File: config.mk
export PLATFORM = sky130hd
export DESIGN_NAME = pal_chroma_modulator
export DESIGN_NICKNAME = d
export VERILOG_FILES = /design/src/rtl/pal_chroma_modulator.sv
export SDC_FILE = /design/constraint.sdc
export NUM_CORES = 1
export LEC_CHECK = 0
export BUFFER_PORTS_ARGS = -buffer_cell sky130_fd_sc_hd__buf_2
export CAP_MARGIN = 20
export CORE_ASPECT_RATIO = 0.5
export CORE_MARGIN = 8
export CORE_UTILIZATION = 35
export CTS_CLUSTER_SIZE = 40
export DETAILED_ROUTE_END_ITERATION = 10
export PLACE_DENSITY = 0.56
export SKIP_LAST_GASP = 1
export SLEW_MARGIN = 0
export SYNTH_ARGS = -nofsm -noshare
export SYNTH_HDL_FRONTEND = slang
export SYNTH_SLANG_ARGS = --single-unit
File: constraint.sdc
create_clock -name clk -period 4.85 [get_ports clk]
set_input_delay 0.2425 -clock clk [delete_from_list [all_inputs] [get_ports clk]]
set_output_delay 0.2425 -clock clk [all_outputs]
set_load 0.03 [all_outputs]
File: src/rtl/pal_chroma_modulator.sv
// PAL quadrature chroma modulator: DDS subcarrier, V-switch, burst insertion.
// Three-stage pipeline (select/LUT, multiply, sum/round/clamp), one sample per clk.
module pal_chroma_modulator #(
    parameter logic [31:0] PHASE_INC = 32'd396713491,
    parameter int          BURST_AMP = 12
) (
    input  logic       clk,
    input  logic       rst_n,
    input  logic [5:0] u_in,
    input  logic [5:0] v_in,
    input  logic       active,
    input  logic       burst_en,
    input  logic       line_start,
    input  logic       frame_start,
    output logic [7:0] chroma_out,
    output logic       v_switch
);

    localparam logic signed [6:0] BURST = 7'(BURST_AMP);

    // First quadrant of round(63*sin(2*pi*k/256)), k = 0..64; the rest is mirrored.
    localparam logic [5:0] QTAB [65] = '{
        0, 2, 3, 5, 6, 8, 9, 11, 12, 14, 15, 17, 18, 20, 21, 23,
        24, 26, 27, 28, 30, 31, 32, 34, 35, 36, 38, 39, 40, 41, 42, 43,
        45, 46, 47, 48, 49, 50, 51, 52, 52, 53, 54, 55, 56, 56, 57, 58,
        58, 59, 59, 60, 60, 61, 61, 61, 62, 62, 62, 63, 63, 63, 63, 63,
        63
    };

    function automatic logic signed [6:0] sine(input logic [7:0] idx);
        logic [6:0] k;
        logic signed [6:0] mag;
        k   = idx[6] ? (7'd64 - {1'b0, idx[5:0]}) : {1'b0, idx[5:0]};
        mag = $signed({1'b0, QTAB[k]});
        return idx[7] ? -mag : mag;
    endfunction

    // Assertion is immediate; release is delayed two clocks to stay clean of clk.
    logic [1:0] rst_sync;
    logic       rst_int_n;

    always_ff @(posedge clk or negedge rst_n) begin
        if (!rst_n) rst_sync <= 2'b00;
        else        rst_sync <= {rst_sync[0], 1'b1};
    end

    assign rst_int_n = rst_sync[1];

    logic [31:0] phase;
    logic        vsw;

    always_ff @(posedge clk or negedge rst_int_n) begin
        if (!rst_int_n) begin
            phase <= '0;
            vsw   <= 1'b0;
        end else begin
            phase <= phase + PHASE_INC;
            if (frame_start)     vsw <= 1'b0;
            else if (line_start) vsw <= ~vsw;
        end
    end

    assign v_switch = vsw;

    // Stage 0: source select and V inversion in 7 bits, so -(-32) stays representable.
    logic signed [6:0] u_sel, v_sel, v_mod;

    always_comb begin
        u_sel = '0;
        v_sel = '0;
        if (burst_en) begin
            u_sel = -BURST;
            v_sel = BURST;
        end else if (active) begin
            u_sel = $signed({u_in[5], u_in});
            v_sel = $signed({v_in[5], v_in});
        end
        v_mod = vsw ? -v_sel : v_sel;
    end

    logic signed [6:0]  u_r, v_r, sin_r, cos_r;
    logic signed [13:0] pu_r, pv_r;
    logic signed [14:0] sum_s, rnd_s, shf_s;
    logic signed [7:0]  clamp_s;

    always_comb begin
        sum_s   = 15'(pu_r) + 15'(pv_r);
        rnd_s   = sum_s + 15'sd16;
        shf_s   = rnd_s >>> 5;
        clamp_s = 8'(shf_s);
        if (shf_s > 15'sd127)       clamp_s = 8'sd127;
        else if (shf_s < -15'sd127) clamp_s = -8'sd127;
    end

    always_ff @(posedge clk or negedge rst_int_n) begin
        if (!rst_int_n) begin
            u_r        <= '0;
            v_r        <= '0;
            sin_r      <= '0;
            cos_r      <= '0;
            pu_r       <= '0;
            pv_r       <= '0;
            chroma_out <= '0;
        end else begin
            u_r        <= u_sel;
            v_r        <= v_mod;
            sin_r      <= sine(phase[31:24]);
            cos_r      <= sine(phase[31:24] + 8'd64);
            pu_r       <= u_r * sin_r;
            pv_r       <= v_r * cos_r;
            chroma_out <= clamp_s;
        end
    end

endmodule

* Word-level counts from Yosys, hierarchy flattened *
Memory sizes are Yosys's and may differ from the RTL's.
Index checks and enable logic that the tools add are counted.

storage, ports and cells
  memories kept = 2
  input bits = 18
  bits in read-only memories = 1536
  logic and storage cells = 48
  flip-flop bits (word level) = 99
  bits in latches = 0
  output and inout port bits = 9
  RAM bits = 0

cells by class
  shift operators = 0
  mux-type cells = 17
  bitwise logic cells = 3
  eq/ne operators = 0
  reduce and logical (&&, ||, !) cells = 1
  add/subtract/negate cells = 9
  order comparisons = 4
  divide/modulo/power cells = 0
  multiply operators = 2

memory list
  memory            words  bits a word  read ports  clocked after memory_dff  write ports  line  RTL
  (name not given)  128    6            1           0                         0            34    mag = $signed({1'b0, QTAB[k]});
  (name not given)  128    6            1           0                         0            34

operators with widths
  operator                                                               count
  7-bit two-way mux                                                      9
  32-bit by 29-bit adder with 32-bit output, second input constant       1
  7-bit by 7-bit multiplier with 14-bit output                           2
  6-bit two-way mux                                                      4
  8-bit >= comparator, second input constant                             2
  8-bit two-way mux                                                      2
  7-bit NOT with 8-bit output                                            2
  14-bit by 14-bit adder with 15-bit output                              1
  15-bit by 6-bit adder with 15-bit output, second input constant        1
  6-bit negator with 7-bit output                                        2
  7-bit by 6-bit subtractor with 7-bit output, first input constant      2
  10-bit by 8-bit > comparator with 1-bit output, second input constant  1
  10-bit by 8-bit < comparator with 1-bit output, second input constant  1
  8-bit by 7-bit adder with 8-bit output, second input constant          1
  7-bit negator                                                          1
  1-bit two-way mux                                                      2
  2-bit nonzero test                                                     1
  1-bit NOT                                                              1

* Depth between registers and ports, before layout *
  depth after elaboration = 9
  depth in mapped cells = 18

* Worst setup path before layout *
Ideal clock, no wire load.

  kind = reg-to-reg
  from = reg v_r[3]
  to = reg pv_r[13]
  path buffers = 0
  period minus slack after synthesis = 4.258 ns
  library setup time = 0.080 ns
  stages on the path, launching flop included = 18
  data arrival time = 4.178 ns
  slack = 0.592 ns
  cells stage by stage = dfrtp_1 and2_1 fa_1 inv_1 fa_1 inv_1 fa_1 inv_1 fa_1 inv_1 ha_1 a21oi_1 o21bai_1 a21oi_1 o21ai_0 a21o_1 a21oi_1 xnor2_1

between the ends
  longest elaborated chain between the ends = 1

RTL lines
  item                                          line  RTL
  from (decl)                                   81    logic signed [6:0] u_r, v_r, sin_r, cos_r;
  from (signal assigned)                        106   v_r <= v_mod;
  7-bit by 7-bit multiplier with 14-bit output  110   pv_r <= v_r * cos_r;
  to (signal assigned)                          110
  to (decl)                                     82    logic signed [13:0] pu_r, pv_r;

No other way between the ends.
A chain may end at the register's enable or synchronous reset.

* Worst setup path after layout *
  from = reg u_r[0]
  to = reg pu_r[13]

between the ends
  longest elaborated chain between the ends = 1

RTL lines
  item                                          line  RTL
  from (decl)                                   81
  from (signal assigned)                        105   u_r <= u_sel;
  7-bit by 7-bit multiplier with 14-bit output  109   pu_r <= u_r * sin_r;
  to (signal assigned)                          109
  to (decl)                                     82

No other way between the ends.

==> impl_metrics.csv <==
group,metric,value,unit
status,outcome,"completed",
drt,wl_per_cell,13.66,um
final_layout,final_common_cell,"inv_1",
cts,holdBufCountCts,1,
synth,syn_area,9941,um^2
pwr,leakage,5.113,nW
sta,clock_skew,8.735,ps
grt,grt_pass1_vias,7271,
synth,yosys-top-cells-area,"dfrtp_1 (25%), fa_1 (15%), ha_1 (12%), inv_1 (6.0%), xnor2_1 (5.6%)",
final_layout,layout.nets,1283,
drt,viasPerCell,4.921,
synth,synth_cells,1079,
floorplan,coreArea,27820,um^2
pwr,pwr-share-seq,22.3,%
cts,clock-sinks,98,
cts,htreeDepth,3,
final_layout,drive_gt1_share,7.306,%
sta,slew_headroom,31.38,%
floorplan,top_level_ports,27,
floorplan,die_area,34380,um^2
setup_path,required,5120,ps
final_layout,final_cell_count_no_fill,1477,
final_layout,antenna_cells,0,
final_layout,mostFrequentLayoutCells,"inv_1 (158), ha_1 (99), dfrtp_1 (97)",
synth,synth_top_area_share,24.67,%
place,place_ws,323.6,ps
sta,fmax,0.2220,GHz
place,io_buffers,26,
pwr,switching_power,0.001930,W
setup_path,crit_fanout,7,
sta,hold_viol,0,
setup_path,worstSetupPathType,"reg -> reg",
grt,antenna_found_initial,0,
synth,yosys_warnings,0,
setup_path,crit_arrival,4780,ps
drt,drtIter0Drc,541,
drt,drtPass1Iterations,5,
synth,ys_ff_latch,98,
floorplan,start_util,35.74,%
floorplan,dieWidth,254.3,um
flow_run,cap_violations,0,
sta,slew_viol_final,0,
sta,tns,0,ps
sta,finalWorstSetupSlack,344.6,ps
min_path,min-delay-path-class,"in -> reg",
pwr,p_per_area,422.3,nW/um^2
synth,synth_edf_count,0,
synth,yosysSeqAreaShare,24.67,%
cts,root_buffer,"clkbuf_16",
sta,fin_crit_sh,92.89,%
final_layout,syn_to_final_growth,8.169,%
pwr,switching_share,42.49,%
pwr,p_comb_share,60.7,%
grt,grt_pass1_wl,35290,um
pwr,p_int,0.002612,W
place,dp_hpwl,16320,um
grt,grt_max_degree,55,
sta,setup_viol,0,
floorplan,rows,43,
cts,clkLatencyLatePin,350,ps
drt,vias,7268,
pwr,clockPowerShare,17.0,%
drt,totalWireLength,20170,um
synth,synth_fp_nets,1272,
cts,cts_buffers,9,
place,gp_congestion,0.8456,
synth,synth_cell_type_count,88,
synth,async_flop_share,100.0,%
cts,cts-resized-gates,0,
drt,ant_nets,0,
cts,clockBufferDepth,2,
pwr,ir_drop,219.9,uV
setup_path,start_kind,"flip-flop",
drt,drc,0,
cts,cts_tree,"built",
setup_path,endpoint_kind,"flip-flop",
synth,synth-main-ff-cell,"dfrtp_1",
grt,grt.total_usage,12.20,%
sta,max_slew.worst_pin.slew,1025,ps
floorplan,die_y,135.2,um
synth,synth_area_per_cell,9.213,um^2
place,post-place-cells,1460,
sta,post-route-min-period,4505,ps
synth,synth_area_leader_cell,"dfrtp_1",
final_layout,final_core_util,38.66,%
grt,grt.overflow.total,0,
cts,clk_pin_slew,70,ps
sta,rsz0062_at_grt,"false",
cts,cts_setup_buffers,0,
through the flow:
step | cell area [um^2] | power (W) | hold slack [ps]
finish | 10750 | 0.004541 | 38.34
global route | 10750 | 0.005049 | 26.25
CTS | 10750 | 0.004614 | 24.84
detailed placement | 10430 | 0.003816 | 28.79
global placement | 10430 | 0.003763 | 26.70
floorplan | 9941 | 0.003263 | -53.09
kinds of logic (layout without fill, tap and decap cells):
group / after synthesis / in the layout / synth area share [%]
DFF: 98 / 98 / 24.67
and+or+nand+nor: 298 / 298 / 15.58
AOI/OAI and AO/OA: 223 / 223 / 15.56
xor gates and xnor gates: 83 / 83 / 7.388
buffers and inverters: 193 / 209 / 7.804
adders and majority gates: 175 / 175 / 27.77
other: 1 / 1 / 0.03772
muxes: 8 / 8 / 1.196
final timing paths:
path | end | slack [ps] | cells past startpoint | from
min | v_switch | 40 | 2 | frame_start
min reg2reg | rst_sync[1] | 360 | 0 | rst_sync[0]
max in group asynchronous | phase[10] | 3440 | 1 | rst_sync[1]
min in group asynchronous | rst_sync[1] | 200 | 2 | rst_n
max | pu_r[13] | 340 | 16 | u_r[0]
max reg2reg | pu_r[13] | 340 | 16 | u_r[0]
synth_stat cells (16+ instances only):
library cell	number
and2_1	61
xor2_1	19
xnor2_1	63
ha_1	99
dfrtp_1	98
o21ai_0	38
inv_1	158
nand2_1	71
nor2_1	65
nand3_1	18
a21oi_1	51
a31oi_1	16
fa_1	76
nor3_1	22
registers in the layout, indices dropped and copies added, names as in the netlist:
signal / cells
u_r: 6
sin_r: 7
phase: 32
chroma_out: 8
v_r: 7
v_switch: 1
pu_r: 14
rst_sync: 2
cos_r: 7
pv_r: 14
power groups by stage:
| stage | logic, W | clock network, W | registers, W |
|---|---|---|---|
| after floorplan | 0.00218 | 0 | 0.00108 |
| after global routing | 0.00319 | 0.000830 | 0.00103 |
| after detailed placement | 0.00278 | 0 | 0.00103 |
| after global placement | 0.00273 | 0 | 0.00103 |
| after CTS | 0.00280 | 0.000797 | 0.00102 |
| final | 0.00276 | 0.000771 | 0.00101 |
final cells by class:
cell class / instances / area, um^2
clock buffers: 10 / 229.0
clock inverters: 6 / 87.58
fillers: 2791 / 17060
repair buffers: 34 / 192.7
flip-flops and latches: 98 / 2456
well taps: 382 / 478.0
inverters: 159 / 596.8
multi-input cells: 788 / 6713
layer usage:
layer,vias up,part of all wire [%],GRT usage (%)
met5,-,0,0
met4,0,2.0,3.512
met3,27,2.9,1.896
met2,109,47,20.47
met1,3493,49,16.21
li1,3639,-,-
critical path, cell delays in order (launching register included):
cell      delay, ps
dfrtp_1         430
nand2b_1        190
fa_1            520
fa_1            540
inv_1            50
fa_1            520
inv_1            50
fa_1            520
inv_1            40
ha_1            330
a21oi_1         220
o21bai_1         90
a21oi_1         220
o21ai_0         180
a21o_1          200
a21oi_1         180
xnor2_1         140
Power figures use the tool's default switching activity.
